==> src/rtl/alu_pkg.sv <==
// alu_pkg: shared definitions for the IL-style ALU and its instruction sequencer.
//   - opcode constants (8-bit op_code space)
//   - source-select encoding shared by both ALU operand ports
//   - sequencer state encoding
//   - instruction word field layout: [op_code | src(2) | operand(AW)]
package alu_pkg;

    localparam logic [7:0] OP_AND  = 8'h00;
    localparam logic [7:0] OP_OR   = 8'h01;
    localparam logic [7:0] OP_XOR  = 8'h02;
    localparam logic [7:0] OP_ADD  = 8'h03;
    localparam logic [7:0] OP_SUB  = 8'h04;
    localparam logic [7:0] OP_NOT  = 8'h06;
    localparam logic [7:0] OP_S    = 8'h1B;
    localparam logic [7:0] OP_R    = 8'h1C;
    localparam logic [7:0] OP_ST   = 8'h1D;
    localparam logic [7:0] OP_STN  = 8'h1E;
    localparam logic [7:0] OP_LD   = 8'h1F;
    localparam logic [7:0] OP_LDN  = 8'h20;
    localparam logic [7:0] OP_JMP  = 8'h21;
    localparam logic [7:0] OP_JMPC = 8'h22;
    localparam logic [7:0] OP_END  = 8'h3F;

    typedef enum logic [1:0] {
        SRC_RF   = 2'd0,
        SRC_BIT  = 2'd1,
        SRC_WORD = 2'd2,
        SRC_IMM  = 2'd3
    } src_e;

    typedef enum logic [2:0] {
        S_IDLE,
        S_FETCH,
        S_OPRD,
        S_EXEC,
        S_HALT
    } state_e;

    // Operand sits at the bottom, the 2-bit source field above it, op_code on top.
    localparam int F_OPND_LSB = 0;
    localparam int F_SRC_W    = 2;

endpackage

==> src/rtl/alu_sequencer.sv <==
// alu_sequencer: fetches instructions, stages data-memory operands, drives the
// combinational ALU and retires results into CR or back to data memory.
// Ports:
//   clk, rst              clock, async active-high reset
//   start                 pulse, (re)starts at PC=0 from IDLE/HALT
//   busy, halted          status
//   imem_req/addr/ack/data  program fetch handshake
//   dmem_addr/re/rdata    operand read (rdata valid the cycle after re)
//   dmem_we/wdata         result write
//   alu_*                 ALU operand/control outputs and result/carry inputs
//   cr                    accumulator debug view
module alu_sequencer
    import alu_pkg::*;
#(
    parameter int WIDTH  = 8,
    parameter int IWIDTH = 8,
    parameter int PC_W   = 8,
    parameter int AW     = 8
) (
    input  logic                   clk,
    input  logic                   rst,
    input  logic                   start,
    output logic                   busy,
    output logic                   halted,
    output logic                   imem_req,
    output logic [PC_W-1:0]        imem_addr,
    input  logic                   imem_ack,
    input  logic [IWIDTH+2+AW-1:0] imem_data,
    output logic [AW-1:0]          dmem_addr,
    output logic                   dmem_re,
    input  logic [WIDTH-1:0]       dmem_rdata,
    output logic                   dmem_we,
    output logic [WIDTH-1:0]       dmem_wdata,
    output logic [IWIDTH-1:0]      alu_op,
    output logic [1:0]             alu_src1,
    output logic [1:0]             alu_src2,
    output logic [WIDTH-1:0]       alu_rf_a,
    output logic [WIDTH-1:0]       alu_word,
    output logic                   alu_bit,
    output logic [WIDTH-1:0]       alu_imm,
    output logic                   alu_c_in,
    input  logic [WIDTH-1:0]       alu_out,
    input  logic                   alu_c_out,
    input  logic                   alu_flag_valid,
    output logic [WIDTH-1:0]       cr
);

    localparam int IR_W    = IWIDTH + F_SRC_W + AW;
    localparam int SRC_LSB = F_OPND_LSB + AW;
    localparam int OP_LSB  = SRC_LSB + F_SRC_W;

    state_e            state, state_nx;
    logic [PC_W-1:0]   pc, pc_nx;
    logic [IR_W-1:0]   ir;
    logic [WIDTH-1:0]  cr_q, opnd, imm_h;
    logic              carry;
    logic [IWIDTH-1:0] op_h;
    logic [1:0]        src1_h, src2_h;

    logic [IWIDTH-1:0] op, f_op;
    logic [1:0]        src, f_src;
    logic [AW-1:0]     operand;

    assign op      = ir[OP_LSB +: IWIDTH];
    assign src     = ir[SRC_LSB +: F_SRC_W];
    assign operand = ir[F_OPND_LSB +: AW];
    assign f_op    = imem_data[OP_LSB +: IWIDTH];
    assign f_src   = imem_data[SRC_LSB +: F_SRC_W];

    // Decode of the instruction held in IR (meaningful in EXEC).
    logic is_ld, is_st, is_set, is_jmp, is_jmpc, cr_nz, jump, alu_use;
    logic wr_en, cr_load, live, mem_src;
    logic [1:0]       exec_src1, exec_src2;
    logic [WIDTH-1:0] exec_word;

    assign is_ld     = (op == OP_LD) || (op == OP_LDN) || (op == OP_NOT);
    assign is_st     = (op == OP_ST) || (op == OP_STN);
    assign is_set    = (op == OP_S)  || (op == OP_R);
    assign is_jmp    = (op == OP_JMP);
    assign is_jmpc   = (op == OP_JMPC);
    assign cr_nz     = |cr_q;
    assign jump      = is_jmp || (is_jmpc && cr_nz);
    assign alu_use   = !(is_jmp || is_jmpc);
    // ST with a non-word source degenerates to a NOP: no write, CR untouched.
    assign wr_en     = (is_st && src == SRC_WORD) || (is_set && cr_nz);
    assign cr_load   = !(is_st || is_set);
    assign live      = (state == S_EXEC) && alu_use;
    assign mem_src   = (src == SRC_BIT) || (src == SRC_WORD);
    assign exec_src1 = is_ld ? src : SRC_RF;
    assign exec_src2 = is_ld ? SRC_RF : src;
    // Read data arrives during EXEC (one cycle after the OPRD strobe), so the
    // ALU sees it directly; opnd captures it at the end of EXEC and holds it.
    assign exec_word = mem_src ? dmem_rdata : opnd;

    always_comb begin
        state_nx = state;
        pc_nx    = pc;
        imem_req = 1'b0;
        dmem_re  = 1'b0;
        dmem_we  = 1'b0;
        case (state)
            S_IDLE, S_HALT: begin
                if (start) begin
                    state_nx = S_FETCH;
                    pc_nx    = '0;
                end
            end
            S_FETCH: begin
                imem_req = 1'b1;
                if (imem_ack) begin
                    if (f_op == OP_END)                          state_nx = S_HALT;
                    else if (f_src == SRC_BIT || f_src == SRC_WORD) state_nx = S_OPRD;
                    else                                         state_nx = S_EXEC;
                end
            end
            S_OPRD: begin
                dmem_re  = 1'b1;
                state_nx = S_EXEC;
            end
            S_EXEC: begin
                dmem_we  = wr_en;
                pc_nx    = jump ? operand[PC_W-1:0] : pc + PC_W'(1);
                state_nx = S_FETCH;
            end
            default: state_nx = S_IDLE;
        endcase
    end

    always_ff @(posedge clk or posedge rst) begin
        if (rst) begin
            state  <= S_IDLE;
            pc     <= '0;
            ir     <= '0;
            cr_q   <= '0;
            carry  <= 1'b0;
            opnd   <= '0;
            imm_h  <= '0;
            op_h   <= '0;
            src1_h <= '0;
            src2_h <= '0;
        end else begin
            state <= state_nx;
            pc    <= pc_nx;
            if (state == S_FETCH && imem_ack) ir <= imem_data;
            if (live) begin
                op_h   <= op;
                src1_h <= exec_src1;
                src2_h <= exec_src2;
                imm_h  <= WIDTH'(operand);
                opnd   <= exec_word;
                if (cr_load)        cr_q  <= alu_out;
                if (alu_flag_valid) carry <= alu_c_out;
            end
        end
    end

    // ALU-facing signals show live values only while an ALU instruction
    // executes; otherwise they hold what the last such EXEC drove.
    assign alu_op     = live ? op : op_h;
    assign alu_src1   = live ? exec_src1 : src1_h;
    assign alu_src2   = live ? exec_src2 : src2_h;
    assign alu_word   = live ? exec_word : opnd;
    assign alu_bit    = alu_word[0];
    assign alu_imm    = live ? WIDTH'(operand) : imm_h;
    assign alu_rf_a   = cr_q;
    assign alu_c_in   = carry;
    assign cr         = cr_q;
    assign busy       = (state != S_IDLE) && (state != S_HALT);
    assign halted     = (state == S_HALT);
    assign imem_addr  = pc;
    assign dmem_addr  = operand;
    assign dmem_wdata = alu_out;

endmodule

==> config.mk <==
export PLATFORM = sky130hd
export DESIGN_NAME = alu_sequencer
export DESIGN_NICKNAME = d
export VERILOG_FILES = /design/src/rtl/alu_pkg.sv /design/src/rtl/alu_sequencer.sv
export SDC_FILE = /design/constraint.sdc
export NUM_CORES = 1
export LEC_CHECK = 0
export ABC_AREA = 1
export BUFFER_PORTS_ARGS = -buffer_cell sky130_fd_sc_hd__clkbuf_2
export CAP_MARGIN = 20
export CORE_UTILIZATION = 46
export DETAILED_ROUTE_END_ITERATION = 12
export PLACE_DENSITY = 0.77
export SLEW_MARGIN = 10
export SYNTH_ARGS = -nofsm -noshare
export SYNTH_HDL_FRONTEND = slang
export SYNTH_SLANG_ARGS = --single-unit
==> constraint.sdc <==
create_clock -name clk -period 1.7 [get_ports clk]
set_clock_uncertainty 0.05 [all_clocks]
set_input_delay 0.085 -clock clk [delete_from_list [all_inputs] [get_ports clk]]
set_output_delay 0.085 -clock clk [all_outputs]
set_load 0.005 [all_outputs]
* Word-level counts from Yosys, hierarchy flattened
Cells that the tools add are included.
Cells by class: add/sub/neg operators 1, eq/ne operators 21, muxes and demuxes 19, bitwise logic cells 1, reductions and logical operators 26
Operators with widths (count):
- $mux 8 | 6
- $eq 8x5->1 const B | 5
- $eq 8x6->1 const B | 4
- $pmux 8 s2 | 1
- $pmux 3 s4 | 1
- $logic_or 1x1->1 | 10
- $mux 3 | 3
- $add 8x1->8 const B | 1
- $eq 8x3->1 const B | 1
- $mux 2 | 4
- $reduce_and 2->1 | 4
- $reduce_or 8->1 | 1
- $eq 3x2->1 const B | 2
- $logic_and 1x1->1 | 6
- $eq 2x1->1 const B | 2
- $eq 2x2->1 const B | 2
- $mux 1 | 4
- $ne 2x2->1 const B | 2
- $eq 3x1->1 const B | 1
- $eq 3x3->1 const B | 1
- $logic_not 3->1 | 1
- $ne 3x3->1 const B | 1
- $reduce_bool 3->1 | 1
- $reduce_bool 2->1 | 1
- other kinds (3) | 3
Storage, ports and cells: register bits 66, input port bits 40, output and inout bits 75, word-level logic and storage cells 78

* Depth between registers and ports, before layout
Gate-level depths: netlist of the first run.
depth in word-level cells 6, gate-level depth with buffers 10, mapped depth without buffers 10

* Worst setup path after synthesis of the first run
No wires, ideal clock.
kind reg-to-output, start reg state[2], end out alu_word[0], data arrival time 1.377 ns, required time 1.565 ns, setup slack 0.188 ns, stages on the path, launching flop included 11, buffers on the path 1, path through dfrtp_1 > inv_2 > nand2_4 > nor2_8 > inv_2 > nor2_4 > nand2_8 > nor2_4 > nand2_1 > nand2_1 > buf_4
On the way: longest elaborated chain between the ends 3
Ends and longest elaborated chain:
- from (decl) | line alu_sequencer.sv:52 | state_e state, state_nx;
- from (signal assigned) | line alu_sequencer.sv:142 | state <= state_nx;
- $eq 3x2->1 | line alu_sequencer.sv:87 | assign live = (state == S_EXEC) && alu_use;
- $logic_and 1x1->1 | line alu_sequencer.sv:87
- $mux 8
- to (decl) | line alu_sequencer.sv:38 | output logic [WIDTH-1:0] alu_word,
No other way between the ends.

* Worst setup path after layout of the first run
start reg ir[14], end reg opnd[4]
On the way: longest elaborated chain between the ends 5, elaborated cells between the ends (all ways) 6, those cells by class eq/ne (2); mux (1); reduce/logical (3)
Ends and longest elaborated chain:
- from (decl) | line alu_sequencer.sv:54 | logic [IR_W-1:0] ir;
- from (signal assigned) | line alu_sequencer.sv:144 | if (state == S_FETCH && imem_ack) ir <= imem_data;
- $eq 8x6->1 (on tied branches) | line alu_sequencer.sv:79, alu_sequencer.sv:80
- $logic_or 1x1->1 (*) | line alu_sequencer.sv:83 | assign alu_use = !(is_jmp || is_jmpc);
- $logic_not 1->1 (*) | line alu_sequencer.sv:83
- $logic_and 1x1->1 (*) | line alu_sequencer.sv:87
- $mux 8 (*)
- to (signal assigned) | line alu_sequencer.sv:150 | opnd <= exec_word;
- to (decl) | line alu_sequencer.sv:55 | logic [WIDTH-1:0] cr_q, opnd, imm_h;
Every way passes the cells marked *; elsewhere a longest branch is shown, timed or not. A chain may end at the register's enable or synchronous reset.

==> impl_metrics.ini, run 1 <==
[yosys]
synth_compound_area_share_pct = 8.430
synth_fa_ha_area_share_pct = 0.7267
avgSynthCellArea_sq_um = 8.358
synth-seq-cells = 66
synth_warnings = 0
synth_mux_area_share_pct = 0.3270
yosys.area_share.simple_pct = 29.43
synth_area_sq_mm = 0.003443
syn_inst = 412
synth-xor-area-share_pct = 0.7631
synth.net_count = 454
synth_cell_types = 29
synth_top_family_by_area = simple AND/OR/NAND/NOR gates
ys_seq_area_share_pct = 47.97

[critical_path]
endpoint = opnd[4]$_DFF_PP0_
cp_max_fo = 8
crit_arrival_ns = 2.15
cp-end-kind = register
crit_type = register to register
startpoint = ir[14]$_DFFE_PP0P_
required_ns = 1.89
worst_r2r_path_depth = 13
reg2reg_to = opnd[4]$_DFF_PP0_
r2r_start = ir[14]$_DFFE_PP0P_
r2r_slack_ns = -0.26
crit_path_start_kind = register

[global_routing]
grt_max_degree = 36
grt_first_pass_wirelength_mm = 14.10
antenna_found_initial = 0
grt_usage_pct = 24.18
grt-ovfl-total = 0
grt_pass1_vias = 3050

[min_path]
hold_path_class = primary input to register

[clocking]
clk_path_buf_depth = 2
clock-sinks = 66
cts_root_buf = clkbuf_8
clk_latency_ns = 0.35
cts_buffers = 9
cts_tree = done
clk_pin_slew_worst_paths_ns = 0.07
h-tree-depth = 3

[timing]
rsz0062_at_grt = yes
fin_ws_ns = -0.2574
worstMarginPinSlew_ns = 0.5324
fmax_mhz = 510.9
period_share_pct = 115.1
holdWs_ns = 0.03366
period_needed_ns = 1.957
slew_violations = 0
final-hold-violation-count = 0
maxSlewHeadroom_pct = 64.43
setup_viol = 31

[cells_and_area]
area_delta_synth_final_pct = 42.04
diodes = 0
fillCellCount = 597
drive_gt1_share_pct = 42.51
nets = 618
final_cells = 680

[pwr]
seqPwrFrac_pct = 33.1
p_int_mw = 5.021
power_density_mw_per_mm2 = 1749
clkPwrFrac_pct = 14.7
vdd_drop_max_uv = 981.0
finalPower_mw = 8.556
combPwrFrac_pct = 52.1
sw_frac_of_total_pct = 41.31
netSwitchingPower_mw = 3.535
leakagePower_nw = 2.588

[detailed_routing]
dr.pass1.iters = 5
via_per_inst = 4.801
drtAntennaViolNets = 0
drt_iter0_drc = 240
vias = 3265
wire_per_inst_microns = 13.29
routed_wl_mm = 9.036
drcViolationCount = 0

[die]
ios = 115
die_x_microns = 88.52
start_util_pct = 47.47
rows = 31
core_area_sq_mm = 0.007253
die_area_sq_mm = 0.007836
die_h_microns = 88.52

[run_status]
status = finished with violations
violations = setup timing

[placed_design]
dp_cells = 606
place_worst_setup_slack_ns = -0.05921
routabilityCongestion = 0.8508
hpwlAfterDp_mm = 5.702
io_buffers = 114

[flow_run]
drv_cap = 0
## cells in the final DEF, fill, tap and decap left out, drive strengths merged
cell type and count:
nand2 134, clkbuf 110, dfrtp 66, buf 53
nor2 45, inv 41, dlygate4sd3 36, nand3 35
o21ai 22, a21oi 21, nand4 3, xnor2 2
o21bai 2, ha 2, clkinv 2, nor3 2
xor2 1, nand3b 1, clkinvlp 1, mux2 1
bufinv 1
## worst min-delay path by stage
stage                              from              endpoint  slack, ns  cells after the start
after floorplan                     rst  alu_c_in$_DFFE_PP0P_       0.18                      1
after global placement              rst  alu_c_in$_DFFE_PP0P_       0.09                      2
after detailed placement            rst   src2_h[0]$_DFF_PP0_        0.1                      2
after CTS                 dmem_rdata[1]     opnd[1]$_DFF_PP0_      0.008                      4
after global routing      dmem_rdata[1]     opnd[1]$_DFF_PP0_       0.03                      4
final                     dmem_rdata[1]     opnd[1]$_DFF_PP0_       0.03                      4
## stage by stage
stage               cell area (sq um)  setup TNS, ns  utilization, %
finish                           4891         -7.000           67.43
floorplan                        3447              0               -
global route                     4891         -10.79           67.43
CTS                              4802         -6.355           66.21
global placement                 4041      -0.004427           55.72
detailed placement               4041        -0.2834           55.72
## worst max-delay path, stage by stage (launching register included)
cell and delay [ns]:
dfrtp_1 0.42, inv_2 0.07, nand2_1 0.11, nor2_2 0.07, nand2_2 0.13, nand2_1 0.10, nor2_4 0.18, nand2_4 0.11
nand2_1 0.09, nand2_2 0.06, buf_4 0.12, buf_4 0.12, buf_4 0.12, buf_4 0.12
## power by group through the flow
stage	clock (mW)	combinational, mW	sequential [mW]
2_1_floorplan	0	2.59	2.73
3_3_place_gp	0	3.67	2.78
3_5_place_dp	0	3.77	2.81
4_1_cts	1.28	4.26	2.82
5_1_grt	1.36	4.98	2.92
6_report	1.26	4.46	2.84
## flip-flops by register name, summed over array words and instances (netlist names)
register / count
src1_h: 2
op_h: 8
ir: 18
imm_h: 8
opnd: 8
imem_addr: 8
src2_h: 2
state: 3
alu_c_in: 1
alu_rf_a: 8
## routing by layer
metal / share of wire, % / wire length, microns / up-vias / GRT usage [%]
met1: 42 / 3793 / 1509 / 29.80
met5: 0 / 0 / - / 0
met3: 5.0 / 455 / 33 / 5.597
met4: 3.4 / 306 / 0 / 11.00
li1: - / - / 1600 / -
met2: 50 / 4480 / 123 / 40.42
## final cells by class
type | instances | area (sq um) | share of cell area (%)
clock buffers | 13 | 138.9 | 2.840
clock inverters | 3 | 40.04 | 0.8186
inverters | 42 | 163.9 | 3.351
multi-input cells | 271 | 1496 | 30.60
flip-flops and latches | 66 | 1653 | 33.79
well taps | 99 | 123.9 | 2.533
repair buffers | 186 | 1275 | 26.07
## Yosys cell counts (all sizes together)
master | instances | area [sq um]
ha | 2 | 25.02
nand2 | 134 | 564.3
nand4 | 3 | 18.77
dfrtp | 66 | 1652
buf | 33 | 267.8
o21bai | 2 | 15.01
a21oi | 21 | 105.1
xnor2 | 2 | 17.52
nor3 | 2 | 15.01
o21ai | 22 | 170.2
nand3b | 1 | 7.510
nor2 | 45 | 232.7
inv | 42 | 157.7
mux2 | 1 | 11.26
nand3 | 35 | 175.2
xor2 | 1 | 8.760
## cell families (layout without fill, tap and decap cells)
kind of cell | after synthesis | after routing
AND/OR/NAND/NOR | 220 | 220
multiplexers | 1 | 1
buffers and inverters | 75 | 244
XOR/XNOR | 3 | 3
adder cells (fa/ha/maj) | 2 | 2
flip-flops | 66 | 66
AO/OA/AOI/OAI | 45 | 45
## what timing repair did
item	in CTS	in global routing
resized for setup	35	33
buffers inserted	17	9
pin swaps	16	12
hold endpoints to repair	56	0
hold buffers	36	0
setup endpoints to repair	30	47
Note: power is estimated with default switching activity, not from simulation.
==> run 2: changes to the inputs <==
- CORE_UTILIZATION: 46 -> 34
- PLACE_DENSITY: 0.77 -> not set
==> impl_metrics.ini, run 2 (synthesized netlist as in run 1, its figures left out) <==
[run_status]
status = finished with violations
violations = setup timing

[critical_path]
crit_path_frequent_cell = buf_12
cp-end-kind = output port
endpoint = alu_imm[1]
crit_path_start_kind = register
required_ns = 1.56
reg2reg_to = opnd[4]$_DFF_PP0_
r2r_start = state[2]$_DFFE_PP0P_
worst_path_largest_cell_delay_ns = 0.39
startpoint = state[2]$_DFFE_PP0P_
r2r_slack_ns = -0.12
crit_type = register to output port
slowest_stage = dfrtp_1
crit_chain = inv_2, nand2_4, nor2_8, inv_4, nor2_4, nand2_8, buf_12, buf_12, o21ai_4, clkbuf_2
crit_arrival_ns = 1.87
worst_r2r_path_depth = 12
cp_max_fo = 6

[die]
die_x_microns = 102.6
ios = 115
die_h_microns = 102.6
core_area_sq_mm = 0.009774
start_util_pct = 35.23
die_area_sq_mm = 0.01053
rows = 36

[placed_design]
hpwlAfterDp_mm = 6.160
io_buffers = 114
routabilityCongestion = 0.8739
dp_cells = 641

[detailed_routing]
wire_per_inst_microns = 12.96
dr.pass1.iters = 5
routed_wl_mm = 9.449
vias = 3284
wl_met2_mm = 5.080
drt_iter0_drc = 105
drcViolationCount = 0
via_per_inst = 4.505
drt-met1-wl_mm = 3.938
highest_layer = met4
met3_length_microns = 333
drtAntennaViolNets = 0

[global_routing]
grt_max_degree = 41
grt_usage_pct = 18.77
grt-ovfl-total = 0
grt_first_pass_wirelength_mm = 14.95
antenna_found_initial = 0
grt_pass1_vias = 3157

[flow_run]
drv_cap = 0

[clocking]
h-tree-depth = 3
clk_latency_ns = 0.35
clk_path_buf_depth = 2
cts_tree = done
clk_pin_slew_worst_paths_ns = 0.06
clock-sinks = 66
cts_root_buf = clkbuf_8
cts_buffers = 9

[timing]
setup_viol = 32
fmax_mhz = 497.7
worstMarginPinSlew_ns = 0.3530
fin_ws_ns = -0.3092
slew_violations = 0
period_needed_ns = 2.009
holdWs_ns = 0.05018
final-hold-violation-count = 0
maxSlewHeadroom_pct = 76.41
period_share_pct = 118.2
rsz0062_at_grt = yes

[cells_and_area]
regArea_sq_mm = 0.001655
mostFrequentLayoutCells = nand2_1, clkbuf_2, dfrtp_1, dlygate4sd3_1, nor2_1
nets = 637
final_common_cell = nand2_1
largest_reg_flops = 18
fillCellCount = 903
final_cells = 729
multi_input_area_sq_mm = 0.001650
final_util_pct = 53.71
diodes = 0
top_register = ir
drive_gt1_share_pct = 43.46
area_delta_synth_final_pct = 52.47

[pwr]
combPwrFrac_pct = 56.8
vdd_drop_max_uv = 693.9
power_density_mw_per_mm2 = 1728
finalPower_mw = 9.073
leakagePower_nw = 2.716
seqPwrFrac_pct = 31.2
sw_frac_of_total_pct = 41.57
p_int_mw = 5.301
netSwitchingPower_mw = 3.771
clkPwrFrac_pct = 12.0

[min_path]
hold_path_class = primary input to register
==> run 2: what timing repair did <==
action,in CTS,in global routing
hold endpoints to repair,101,0
pin swaps,21,24
hold buffers,37,0
setup endpoints to repair,30,51
gates resized for setup,38,51
cloned,2,1
setup buffers,30,9
==> run 2: final cells by class <==
type	instances	area share, %
Multi-Input combinational cell	274	31.43
Clock buffer	11	2.693
Tap cell	133	3.170
Sequential cell	66	31.53
Timing Repair Buffer	202	27.96
Inverter	42	3.122
Clock inverter	1	0.09533
==> run 2: metal layers <==
metal | global-route usage (%) | vias up
met5 | 0 | -
met4 | 6.044 | 0
met3 | 4.475 | 9
met2 | 32.67 | 58
met1 | 22.83 | 1581
li1 | - | 1636
==> run 2: worst max-delay path: cells and delay by family, from the launching register on <==
family | cells | cell delay, ns
AO/OA/AOI/OAI | 1 | 0.12
AND/OR/NAND/NOR | 4 | 0.47
buffers and inverters | 5 | 0.54
flip-flops | 1 | 0.39
==> run 2: worst min-delay path by stage <==
stage,startpoint,to,depth (start not counted)
finish,imem_ack,state[0]$_DFFE_PP0P_,4
global route,imem_ack,ir[9]$_DFFE_PP0P_,3
CTS,imem_ack,state[0]$_DFFE_PP0P_,4
detailed placement,rst,src1_h[0]$_DFF_PP0_,3
global placement,rst,src1_h[0]$_DFF_PP0_,3
floorplan,rst,alu_c_in$_DFFE_PP0P_,1
==> run 2: through the flow <==
stage | setup TNS [ns] | setup WS, ns | instance area, sq um
floorplan | 0 | 0.1880 | 3447
global placement | -0.2195 | -0.04685 | 4054
detailed placement | -0.6390 | -0.07956 | 4054
CTS | -8.660 | -0.3146 | 5025
global route | -12.52 | -0.4227 | 5250
finish | -7.976 | -0.3092 | 5250
==> run 2: power groups by stage <==
| stage | logic, mW | registers (mW) | clock network [mW] |
|---|---|---|---|
| final | 5.15 | 2.83 | 1.08 |
| after global routing | 5.72 | 2.93 | 1.18 |
| after global placement | 3.67 | 2.79 | 0 |
| after detailed placement | 3.76 | 2.81 | 0 |
| after CTS | 4.78 | 2.80 | 1.13 |
| after floorplan | 2.59 | 2.73 | 0 |
